<file path="config.mk">
export PLATFORM = sky130hd
export DESIGN_NAME = multicycle_controller_flat
export DESIGN_NICKNAME = d
export VERILOG_FILES = /design/src/rtl/legv8_ctrl_pkg.sv /design/src/rtl/multicycle_controller_if.sv /design/src/rtl/legv8_opcode_decode.sv /design/src/rtl/multicycle_controller.sv /design/src/flat_wrapper.sv
export SDC_FILE = /design/constraint.sdc
export NUM_CORES = 1
export LEC_CHECK = 0
export ABC_AREA = 1
export CORE_MARGIN = 2
export CORE_UTILIZATION = 40
export DETAILED_ROUTE_END_ITERATION = 10
export PLACE_DENSITY = 0.72
export SLEW_MARGIN = 0
export SYNTH_ARGS = -nofsm -noshare
export SYNTH_HDL_FRONTEND = slang
export SYNTH_SLANG_ARGS = --single-unit
</file>
<file path="constraint.sdc">
create_clock -name clock -period 1.6 [get_ports clock]
set_input_delay 0.32 -clock clock [delete_from_list [all_inputs] [get_ports clock]]
set_output_delay 0.32 -clock clock [all_outputs]
set_load 0.05 [all_outputs]
</file>
<file path="src/rtl/legv8_ctrl_pkg.sv">
// -----------------------------------------------------------------------------
// legv8_ctrl_pkg
// Shared types and constants for the LEGv8 multi-cycle control unit:
//   - state_e       : controller FSM states
//   - instr_class_e : instruction class produced by the opcode decoder
//   - opcode field constants (11-bit R/D, 8-bit CB, 6-bit B)
//   - aluOP encodings
// -----------------------------------------------------------------------------
package legv8_ctrl_pkg;

  typedef enum logic [2:0] {
    ST_FETCH  = 3'd0,
    ST_DECODE = 3'd1,
    ST_EXEC   = 3'd2,
    ST_MEM    = 3'd3,
    ST_WB     = 3'd4,
    ST_FAULT  = 3'd5
  } state_e;

  // ILLEGAL is encoded as zero so that a cleared class register is harmless.
  typedef enum logic [2:0] {
    CLS_ILLEGAL = 3'd0,
    CLS_RTYPE   = 3'd1,
    CLS_LDUR    = 3'd2,
    CLS_STUR    = 3'd3,
    CLS_CBZ     = 3'd4,
    CLS_B       = 3'd5
  } instr_class_e;

  localparam int OPCODE_W = 11;

  localparam logic [10:0] OP_LDUR = 11'b11111000010;
  localparam logic [10:0] OP_STUR = 11'b11111000000;
  localparam logic [10:0] OP_ADD  = 11'b10001011000;
  localparam logic [10:0] OP_SUB  = 11'b11001011000;
  localparam logic [10:0] OP_AND  = 11'b10001010000;
  localparam logic [10:0] OP_ORR  = 11'b10101010000;
  localparam logic [7:0]  OP_CBZ  = 8'b10110100;
  localparam logic [5:0]  OP_B    = 6'b000101;

  localparam logic [1:0] ALUOP_ADD   = 2'b00;
  localparam logic [1:0] ALUOP_PASSB = 2'b01;
  localparam logic [1:0] ALUOP_FUNCT = 2'b10;

  // D-type classes share the address-generation EXEC step and visit MEM.
  function automatic logic is_dtype(input instr_class_e cls);
    return (cls == CLS_LDUR) || (cls == CLS_STUR);
  endfunction

endpackage

</file>
<file path="src/rtl/multicycle_controller_if.sv">
// -----------------------------------------------------------------------------
// multicycle_controller_if
// Bundles the memory handshakes and datapath control strobes of the
// multi-cycle controller.
//   master : the controller (drives strobes/indices, samples memory status)
//   slave  : memory + datapath side (drives instruction/readies)
// Signals: instruction, instrReady, memReady (to controller);
//          instrReq, irWrite, pcWrite, branch, unconditionalBranch, memRead,
//          memWrite, memToReg, aluSRC, aluOP, regWriteFlag, readRegister1/2,
//          writeRegister, fault (from controller).
// -----------------------------------------------------------------------------
interface multicycle_controller_if #(
  parameter int INSTR_W    = 32,
  parameter int REG_ADDR_W = 5,
  parameter int ALUOP_W    = 2
);
  logic [INSTR_W-1:0]    instruction;
  logic                  instrReady;
  logic                  memReady;
  logic                  instrReq;
  logic                  irWrite;
  logic                  pcWrite;
  logic                  branch;
  logic                  unconditionalBranch;
  logic                  memRead;
  logic                  memWrite;
  logic                  memToReg;
  logic                  aluSRC;
  logic [ALUOP_W-1:0]    aluOP;
  logic                  regWriteFlag;
  logic [REG_ADDR_W-1:0] readRegister1;
  logic [REG_ADDR_W-1:0] readRegister2;
  logic [REG_ADDR_W-1:0] writeRegister;
  logic                  fault;

  modport master (
    input  instruction, instrReady, memReady,
    output instrReq, irWrite, pcWrite, branch, unconditionalBranch,
           memRead, memWrite, memToReg, aluSRC, aluOP, regWriteFlag,
           readRegister1, readRegister2, writeRegister, fault
  );

  modport slave (
    output instruction, instrReady, memReady,
    input  instrReq, irWrite, pcWrite, branch, unconditionalBranch,
           memRead, memWrite, memToReg, aluSRC, aluOP, regWriteFlag,
           readRegister1, readRegister2, writeRegister, fault
  );
endinterface

</file>
<file path="src/rtl/legv8_opcode_decode.sv">
// -----------------------------------------------------------------------------
// legv8_opcode_decode
// Purely combinational opcode classifier.
// Ports:
//   opcode      in  11  instruction bits [31:21]
//   instr_class out     RTYPE / LDUR / STUR / CBZ / B / ILLEGAL
//   reg2loc     out  1  second read port takes Rt (IR[4:0]) instead of Rm
// -----------------------------------------------------------------------------
module legv8_opcode_decode
  import legv8_ctrl_pkg::*;
(
  input  logic [OPCODE_W-1:0] opcode,
  output instr_class_e        instr_class,
  output logic                reg2loc
);

  always_comb begin
    instr_class = CLS_ILLEGAL;
    reg2loc     = 1'b0;
    if (opcode == OP_LDUR) begin
      instr_class = CLS_LDUR;
    end else if (opcode == OP_STUR) begin
      // Store data comes from Rt, so port 2 reads IR[4:0].
      instr_class = CLS_STUR;
      reg2loc     = 1'b1;
    end else if ((opcode == OP_ADD) || (opcode == OP_SUB) ||
                 (opcode == OP_AND) || (opcode == OP_ORR)) begin
      instr_class = CLS_RTYPE;
    end else if (opcode[10:3] == OP_CBZ) begin
      // CBZ tests Rt for zero through the ALU pass-B path.
      instr_class = CLS_CBZ;
      reg2loc     = 1'b1;
    end else if (opcode[10:5] == OP_B) begin
      instr_class = CLS_B;
    end
  end

endmodule

</file>
<file path="src/rtl/multicycle_controller.sv">
// -----------------------------------------------------------------------------
// multicycle_controller
// LEGv8 multi-cycle control unit. Latches a fetched instruction and walks it
// through FETCH -> DECODE -> EXEC -> [MEM] -> [WB], emitting control strobes.
// FETCH and MEM stall on their ready handshakes for at most WAIT_LIMIT cycles
// before entering a sticky FAULT state that only reset leaves.
// Ports:
//   clock  in   system clock, rising edge
//   reset  in   asynchronous, active-high
//   bus    master modport of multicycle_controller_if (memory handshakes,
//          control strobes, register indices, fault)
// -----------------------------------------------------------------------------
module multicycle_controller
  import legv8_ctrl_pkg::*;
#(
  parameter int INSTR_W    = 32,
  parameter int REG_ADDR_W = 5,
  parameter int ALUOP_W    = 2,
  parameter int WAIT_LIMIT = 15,
  parameter int WAIT_W     = 4   // 2**WAIT_W must exceed WAIT_LIMIT
)(
  input  logic clock,
  input  logic reset,
  multicycle_controller_if.master bus
);

  state_e             state_q, state_d;
  logic [INSTR_W-1:0] ir_q, ir_d;
  instr_class_e       cls_q, cls_d;
  logic [WAIT_W-1:0]  wait_q, wait_d;

  instr_class_e       dec_class;
  logic               dec_reg2loc;
  logic [WAIT_W-1:0]  wait_inc;
  logic               wait_expired;

  // Decode always looks at the latched IR, so readRegister2 is already steered
  // correctly during DECODE, before the class register is loaded.
  legv8_opcode_decode u_decode (
    .opcode      (ir_q[INSTR_W-1 -: OPCODE_W]),
    .instr_class (dec_class),
    .reg2loc     (dec_reg2loc)
  );

  // Immediate, shift amount and upper address bits are datapath concerns.
  logic unused_ir_bits;
  assign unused_ir_bits = ^ir_q[15:10];

  assign wait_inc     = wait_q + WAIT_W'(1);
  assign wait_expired = (wait_inc == WAIT_W'(WAIT_LIMIT));

  // ---------------------------------------------------------------------------
  // Next-state logic
  // ---------------------------------------------------------------------------
  always_comb begin
    state_d = state_q;
    ir_d    = ir_q;
    cls_d   = cls_q;
    wait_d  = wait_q;

    unique case (state_q)
      ST_FETCH: begin
        // A ready on the expiring cycle still wins.
        if (bus.instrReady) begin
          ir_d    = bus.instruction;
          state_d = ST_DECODE;
        end else if (wait_expired) begin
          state_d = ST_FAULT;
        end else begin
          wait_d = wait_inc;
        end
      end
      ST_DECODE: begin
        cls_d   = dec_class;
        state_d = (dec_class == CLS_ILLEGAL) ? ST_FAULT : ST_EXEC;
      end
      ST_EXEC: begin
        unique case (cls_q)
          CLS_RTYPE:          state_d = ST_WB;
          CLS_LDUR, CLS_STUR: state_d = ST_MEM;
          CLS_CBZ, CLS_B:     state_d = ST_FETCH;
          default:            state_d = ST_FAULT;
        endcase
      end
      ST_MEM: begin
        if (bus.memReady) begin
          state_d = (cls_q == CLS_LDUR) ? ST_WB : ST_FETCH;
        end else if (wait_expired) begin
          state_d = ST_FAULT;
        end else begin
          wait_d = wait_inc;
        end
      end
      ST_WB:    state_d = ST_FETCH;
      ST_FAULT: state_d = ST_FAULT;
      default:  state_d = ST_FAULT;
    endcase

    // Each state gets a fresh stall budget.
    if (state_d != state_q) begin
      wait_d = '0;
    end
  end

  // ---------------------------------------------------------------------------
  // State registers
  // ---------------------------------------------------------------------------
  always_ff @(posedge clock or posedge reset) begin
    if (reset) begin
      state_q <= ST_FETCH;
      ir_q    <= '0;
      cls_q   <= CLS_ILLEGAL;
      wait_q  <= '0;
    end else begin
      state_q <= state_d;
      ir_q    <= ir_d;
      cls_q   <= cls_d;
      wait_q  <= wait_d;
    end
  end

  // ---------------------------------------------------------------------------
  // Moore outputs (irWrite is the one strobe that follows the fetch handshake)
  // ---------------------------------------------------------------------------
  always_comb begin
    bus.instrReq            = 1'b0;
    bus.irWrite             = 1'b0;
    bus.pcWrite             = 1'b0;
    bus.branch              = 1'b0;
    bus.unconditionalBranch = 1'b0;
    bus.memRead             = 1'b0;
    bus.memWrite            = 1'b0;
    bus.memToReg            = 1'b0;
    bus.aluSRC              = 1'b0;
    bus.aluOP               = ALUOP_W'(ALUOP_ADD);
    bus.regWriteFlag        = 1'b0;
    bus.fault               = 1'b0;

    unique case (state_q)
      ST_FETCH: begin
        bus.instrReq = 1'b1;
        // Masked by reset so no load pulse escapes while reset is held.
        bus.irWrite  = bus.instrReady && !reset;
      end
      ST_EXEC: begin
        unique case (cls_q)
          CLS_RTYPE: begin
            bus.pcWrite = 1'b1;
            bus.aluOP   = ALUOP_W'(ALUOP_FUNCT);
          end
          CLS_LDUR, CLS_STUR: begin
            bus.pcWrite = 1'b1;
            bus.aluSRC  = 1'b1;
            bus.aluOP   = ALUOP_W'(ALUOP_ADD);
          end
          CLS_CBZ: begin
            // PC+4 vs target is chosen outside using branch & ALU zero.
            bus.branch = 1'b1;
            bus.aluOP  = ALUOP_W'(ALUOP_PASSB);
          end
          CLS_B: begin
            bus.unconditionalBranch = 1'b1;
            bus.pcWrite             = 1'b1;
          end
          default: ;
        endcase
      end
      ST_MEM: begin
        bus.memRead  = (cls_q == CLS_LDUR);
        bus.memWrite = (cls_q == CLS_STUR);
      end
      ST_WB: begin
        bus.regWriteFlag = 1'b1;
        bus.memToReg     = (cls_q == CLS_LDUR);
      end
      ST_FAULT: bus.fault = 1'b1;
      default: ;
    endcase
  end

  // Indices come straight from the IR; they are zero after reset.
  assign bus.readRegister1 = REG_ADDR_W'(ir_q[9:5]);
  assign bus.readRegister2 = dec_reg2loc ? REG_ADDR_W'(ir_q[4:0])
                                         : REG_ADDR_W'(ir_q[20:16]);
  assign bus.writeRegister = REG_ADDR_W'(ir_q[4:0]);

  // D-type helper kept visible for the EXEC/MEM pairing.
  logic unused_dtype;
  assign unused_dtype = is_dtype(cls_q);

endmodule

</file>
<file path="src/flat_wrapper.sv">
// flat-port wrapper written by rule: the top's interface ports become plain ports
module multicycle_controller_flat import legv8_ctrl_pkg::*;
#(
  parameter int INSTR_W    = 32,
  parameter int REG_ADDR_W = 5,
  parameter int ALUOP_W    = 2,
  parameter int WAIT_LIMIT = 15,
  parameter int WAIT_W     = 4                                      
)
  (clock, reset, bus_instruction, bus_instrReady, bus_memReady, bus_instrReq, bus_irWrite, bus_pcWrite, bus_branch, bus_unconditionalBranch, bus_memRead, bus_memWrite, bus_memToReg, bus_aluSRC, bus_aluOP, bus_regWriteFlag, bus_readRegister1, bus_readRegister2, bus_writeRegister, bus_fault);
  multicycle_controller_if #(.INSTR_W(INSTR_W), .REG_ADDR_W(REG_ADDR_W), .ALUOP_W(ALUOP_W)) bus_i ();
  input  logic clock;
  input  logic reset;
  input wire logic [$bits(bus_i.instruction)-1:0] bus_instruction;
  input wire logic [$bits(bus_i.instrReady)-1:0] bus_instrReady;
  input wire logic [$bits(bus_i.memReady)-1:0] bus_memReady;
  output wire logic [$bits(bus_i.instrReq)-1:0] bus_instrReq;
  output wire logic [$bits(bus_i.irWrite)-1:0] bus_irWrite;
  output wire logic [$bits(bus_i.pcWrite)-1:0] bus_pcWrite;
  output wire logic [$bits(bus_i.branch)-1:0] bus_branch;
  output wire logic [$bits(bus_i.unconditionalBranch)-1:0] bus_unconditionalBranch;
  output wire logic [$bits(bus_i.memRead)-1:0] bus_memRead;
  output wire logic [$bits(bus_i.memWrite)-1:0] bus_memWrite;
  output wire logic [$bits(bus_i.memToReg)-1:0] bus_memToReg;
  output wire logic [$bits(bus_i.aluSRC)-1:0] bus_aluSRC;
  output wire logic [$bits(bus_i.aluOP)-1:0] bus_aluOP;
  output wire logic [$bits(bus_i.regWriteFlag)-1:0] bus_regWriteFlag;
  output wire logic [$bits(bus_i.readRegister1)-1:0] bus_readRegister1;
  output wire logic [$bits(bus_i.readRegister2)-1:0] bus_readRegister2;
  output wire logic [$bits(bus_i.writeRegister)-1:0] bus_writeRegister;
  output wire logic [$bits(bus_i.fault)-1:0] bus_fault;
  assign bus_i.instruction = bus_instruction;
  assign bus_i.instrReady = bus_instrReady;
  assign bus_i.memReady = bus_memReady;
  assign bus_instrReq = bus_i.instrReq;
  assign bus_irWrite = bus_i.irWrite;
  assign bus_pcWrite = bus_i.pcWrite;
  assign bus_branch = bus_i.branch;
  assign bus_unconditionalBranch = bus_i.unconditionalBranch;
  assign bus_memRead = bus_i.memRead;
  assign bus_memWrite = bus_i.memWrite;
  assign bus_memToReg = bus_i.memToReg;
  assign bus_aluSRC = bus_i.aluSRC;
  assign bus_aluOP = bus_i.aluOP;
  assign bus_regWriteFlag = bus_i.regWriteFlag;
  assign bus_readRegister1 = bus_i.readRegister1;
  assign bus_readRegister2 = bus_i.readRegister2;
  assign bus_writeRegister = bus_i.writeRegister;
  assign bus_fault = bus_i.fault;
  multicycle_controller #(.INSTR_W(INSTR_W), .REG_ADDR_W(REG_ADDR_W), .ALUOP_W(ALUOP_W), .WAIT_LIMIT(WAIT_LIMIT), .WAIT_W(WAIT_W)) u_core (.clock(clock), .reset(reset), .bus(bus_i));
endmodule
</file>
Word level (Yosys, flattened, before mapping)
Index checks and enable logic that the tools add are counted.
W data, S select, Z words.
{ "totals": {"register_bits": 42, "word_cells": 79} }
{ "classes": {"eq_ne": 22, "muxes": 39, "add_sub_neg": 1, "n_reduce_logical": 13} }
{ "op_table": {"columns": ["cell", "n"], "rows": [
  ["$eq A11 B11 Y1 const B", 6],
  ["$mux W3", 10],
  ["$mux W1", 19],
  ["$mux W4", 4],
  ["$pmux W3 S5", 1],
  ["$eq A3 B2 Y1 const B", 4],
  ["$eq A3 B3 Y1 const B", 4],
  ["$pmux W3 S3", 1],
  ["$eq A8 B8 Y1 const B", 1],
  ["$pmux W4 S2", 1],
  ["$eq A3 B1 Y1 const B", 2],
  ["$eq A6 B3 Y1 const B", 1],
  ["$logic_not A3 Y1", 2],
  ["$ne A3 B2 Y1 const B", 2],
  ["$mux W5", 1],
  ["$add A4 B1 Y4 const B", 1],
  ["$eq A4 B4 Y1 const B", 1],
  ["$pmux W2 S2", 1],
  ["$reduce_or A2 Y1", 2],
  ["$reduce_or A4 Y1", 1],
  ["$logic_or A1 B1 Y1", 3],
  ["$ne A3 B3 Y1", 1],
  ["$reduce_and A3 Y1", 1],
  ["$reduce_bool A3 Y1", 1],
  ["other kinds (4)", 4]
]} }

Logic depth before layout (Yosys ltp)
{ "depth": {"word_depth": 13, "depth_mapped": 9} }

By module
From an unflattened synthesis, not the netlist that was laid out.
{ "hier_totals": {"cells_unflattened": 285, "hier_area_um2": 2043.2} }
{ "modules_own_cells": {"columns": ["module", "area_each_um2", "cells_each", "seq_area_each_um2", "instances"], "rows": [
  ["multicycle_controller", 1868.0, 248, 900.9, 1],
  ["legv8_opcode_decode", 175.2, 37, 0.0, 1]
]} }

Worst setup path after synthesis
No wires, ideal clock.
{ "synth_timing": {"path_type": "register to output", "from": "register u_core.state_q[2]", "to": "output port bus_aluOP[0]", "t_required_ps": 1280, "path_buffers": 0, "stages_incl_launch_ff": 4, "arrival_ps": 2129, "slack_ps": -849, "path_cell_list": "dfrtp_1 inv_2 nand3_2 nor4_1"} }
{ "synth_between": {"elab_chain_cells": 2} }
{ "synth_lines": {"columns": ["item", "line", "text"], "rows": [
  ["from (decl)", "multicycle_controller.sv:27", "state_e state_q, state_d;"],
  ["from (signal assigned)", "multicycle_controller.sv:115", "state_q <= state_d;"],
  ["$eq A3 B2 Y1", "multicycle_controller.sv:139", "unique case (state_q)"],
  ["$mux W2", "multicycle_controller.sv:139", null],
  ["to (decl)", "flat_wrapper.sv:26", "output wire logic [$bits(bus_i.aluOP)-1:0] bus_aluOP;"]
]} }
Every way passes these cells.

Worst setup path after layout
{ "layout_timing": {"from": "register u_core.ir_q[31]", "to": "output port bus_readRegister2[2]"} }
{ "layout_between": {"elab_chain_cells": 8, "elab_cells_between_ends": 15, "cone_classes": "eq/ne (7); mux (5); reduce/logical (3)"} }
{ "layout_lines": {"columns": ["item", "line", "text"], "rows": [
  ["from (decl)", "multicycle_controller.sv:28", "logic [INSTR_W-1:0] ir_q, ir_d;"],
  ["from (signal assigned)", "multicycle_controller.sv:116", "ir_q <= ir_d;"],
  ["$eq A11 B11 Y1", "legv8_opcode_decode.sv:26", "end else if ((opcode == OP_ADD) || (opcode == OP_SUB) ||"],
  ["$logic_or A1 B1 Y1 (2 in series)", "legv8_opcode_decode.sv:26", null],
  ["$logic_or A1 B1 Y1", "legv8_opcode_decode.sv:27", "(opcode == OP_AND) || (opcode == OP_ORR)) begin"],
  ["$mux W1", "legv8_opcode_decode.sv:26", null],
  ["$mux W1", "legv8_opcode_decode.sv:22", "end else if (opcode == OP_STUR) begin"],
  ["$mux W1 (*)", "legv8_opcode_decode.sv:20", "if (opcode == OP_LDUR) begin"],
  ["$mux W5 (*)", "multicycle_controller.sv:183", "assign bus.readRegister2 = dec_reg2loc ? REG_ADDR_W'(ir_q[4:0])"],
  ["to (decl)", "flat_wrapper.sv:29", "output wire logic [$bits(bus_i.readRegister2)-1:0] bus_readRegister2;"]
]} }
Mark *: on every way between the ends. The rest lies on a longest branch, timed or not.

==> flow_summary_export.csv <==
group,metric,value,unit
status,outcome,"finished, violations left",
status,violations,"setup timing",
floorplan,rows,25,
power_and_ir_drop,power_density,468,nW/µm²
finish,final_nets,425,
yosys,synth-seq-area-share,44.2,%
route,first_iter_violations,179,
sta,tns,-3910,ps
finish,post_layout_nonfiller_instances,454,
yosys,postSynthCellCount,282,
global_route,grt_pass1_vias,2142,
placement,place_area,3040,µm²
sta,setup_viol,18,
critical_path,critPathKind,"flip-flop to primary output",
power_and_ir_drop,power.leakage,1.70,nW
placement,routabilityCongestion,0.820,
yosys,syn_avg_cell_area,7.22,µm²
clock_tree,cts_buffers,5,
sta,slew_headroom,79.2,%
finish,antenna_cells,0,
clock_tree,clock_path_buffers,2,
route,wl_per_cell,13.6,µm
finish,drive_above_1_share,38.5,%
sta,rsz0062_at_grt,"true",
sta,fmax,0.476,GHz
route,drt-vias-per-instance,4.79,
route,firstDrtPassIters,4,
floorplan,die_x,75.4,µm
power_and_ir_drop,total_power,0.00169,W
clock_tree,postCtsHoldBufs,0,
critical_path,cpMaxStageDelayCell,"dfrtp_1",
global_route,gr-total-overflow,0,
clock_tree,clock-sinks,36,
yosys,syn_area,2040,µm²
sta,worst_pin_slew,311,ps
finish,fin_util,75.1,%
sta,slew_viol_final,0,
critical_path,required,1280,ps
clock_tree,cts_tree,"yes",
sta,finalHoldViolCount,0,
floorplan,coreArea,4820,µm²
floorplan,io-pin-count,64,
critical_path,crit_top_cell,"o21ai_4",
floorplan,die-area,5680,µm²
clock_tree,root_buffer,"clkbuf_8",
clock_tree,path_clk_slew,80,ps
route,antenna_left,0,
route,num_vias,2175,
critical_path,endpoint_kind,"primary output",
sta,finalCriticalPeriod,2100,ps
placement,placed_cells,415,
critical_path,max_stage_delay,390,ps
global_route,antenna_found_initial,0,
finish,nFillCells,327,
power_and_ir_drop,max-vdd-ir-drop,0.337,mV
clock_tree,insertion_delay,290,ps
critical_path,startpoint_type,"flip-flop",
min_path,hold_class,"input port to async pin",
finish,final_cell_area,3620,µm²
global_route,grt_max_degree,37,
critical_path,critPathMaxFanout,5,
sta,worst_slack,-502,ps
critical_path,crit_path_cell_trace,"inv_1, nor2_2, nand3_1, o21ai_4, clkinvlp_4, buf_6, o21ai_4, buf_12",
placement,port_buffers,57,
yosys,syn-num-nets,321,
route,routed_wl,6190,µm
global_route,grt_first_pass_wirelength,9580,µm
route,drc_errors,0,
clock_tree,htreeDepth,2,
sta,fin_crit_sh,131,%
global_route,grtUsageTotal,22.1,%
floorplan,start_util,42.3,%
floorplan,chipHeight,75.4,µm
critical_path,cp_data_arrival_time,1780,ps
yosys,synth-seq-cells,36,
flow_run,drv_cap,0,
finish,area_growth,77.6,%
yosys,ys_warn_count,0,
sta,clock_skew,6.66,ps
yosys,yosysUniqueCellTypes,23,
placement,dp_hpwl,3740,µm
[timing repair]
item                                    4_1_cts  5_1_grt
endpoints found under the setup margin       18       25
gates cloned                                  1        0
resized for setup                            45       24
pin swaps                                    11       12
buffers inserted                             21        9
[sequential cells by signal (all words and copies together), names as in the netlist]
signal          count
u_core.cls_q        3
u_core.ir_q        26
u_core.state_q      3
u_core.wait_q       4
[metrics by stage]
step | hold slack [ps] | setup slack, ps
floorplan | 430 | -292
global placement | 466 | -192
detailed placement | 468 | -186
CTS | 473 | -500
global route | 502 | -588
finish | 460 | -502
[worst max-delay path: cells and delay by family (launching register included)]
family                 cells  cell delay (ps)
flip-flops                 1              390
AO/OA/AOI/OAI              2              360
AND/OR/NAND/NOR            2              240
buffers and inverters      4              490
[layout make-up]
cell class / count / area, µm² / area share [%]
clock buffer: 7 / 86.3 / 2.39
clock inverter: 1 / 7.51 / 0.208
inverter: 39 / 160 / 4.43
multi-input combinational: 192 / 1140 / 31.5
sequential: 36 / 907 / 25.1
tap: 67 / 83.8 / 2.32
timing repair buffer: 111 / 1230 / 33.9
timing repair inverter: 1 / 7.51 / 0.208
[cells in the mapped netlist]
cell type,n,area (µm²)
nand2_1,101,379
dfrtp_1,36,901
inv_1,33,124
nor2_1,28,105
o21ai_0,25,125
nand3_1,12,60.1
buf_4,11,82.6
inv_2,6,22.5
a21oi_1,4,20.0
buf_2,3,15.0
ha_1,3,37.5
nand3_2,3,30.0
nor4_1,3,18.8
nand4_1,2,12.5
nor3_1,2,10.0
nor3_2,2,20.0
o22ai_1,2,12.5
a31oi_1,1,6.26
and2_1,1,6.26
buf_6,1,11.3
nand3_4,1,17.5
nor2_4,1,11.3
o21ai_2,1,8.76
[cells in the final DEF (no fill, tap or decap), drive strengths merged, types with 4 or more instances in the layout]
cell type / count
nand2: 101
buf: 82
inv: 38
dfrtp: 36
clkdlybuf4s50: 29
nor2: 29
o21ai: 26
nand3: 16
clkbuf: 7
nor3: 4
a21oi: 4
[per-layer routing]
| metal | vias to the layer above | wire (µm) | GRT usage, % |
|---|---|---|---|
| met3 | 19 | 269 | 4.50 |
| met5 | - | 0 | 0 |
| li1 | 1078 | - | - |
| met2 | 62 | 3190 | 37.6 |
| met1 | 1016 | 2530 | 27.7 |
| met4 | 0 | 201 | 8.77 |
[final timing paths]
path | startpoint | to | slack (ps) | depth (start not counted)
max | u_core.ir_q[31] | bus_readRegister2[2] | -500 | 8
min | reset | u_core.ir_q[8] | 460 | 3
max reg2reg | u_core.state_q[0] | u_core.state_q[2] | 40 | 11
min reg2reg | u_core.ir_q[9] | u_core.ir_q[9] | 480 | 2
max in group asynchronous | reset | u_core.wait_q[0] | 940 | 3
min in group clock | u_core.ir_q[9] | u_core.ir_q[9] | 480 | 2
[power by group]
group          switching [W]  internal (W)  leakage [nW]
Combinational      0.0000328     0.0000667          1.24
Clock               0.000333      0.000350        0.0445
Sequential                 0      0.000909         0.416
[kinds of logic after synthesis]
group                      Yosys count  synth area share (%)
and+or+nand+nor                    156                  32.9
buffers and inverters               54                  12.5
DFF                                 36                  44.2
AOI/OAI and AO/OA                   33                  8.48
adders and majority gates            3                  1.84
Note: power is estimated with default switching activity, not from simulation.
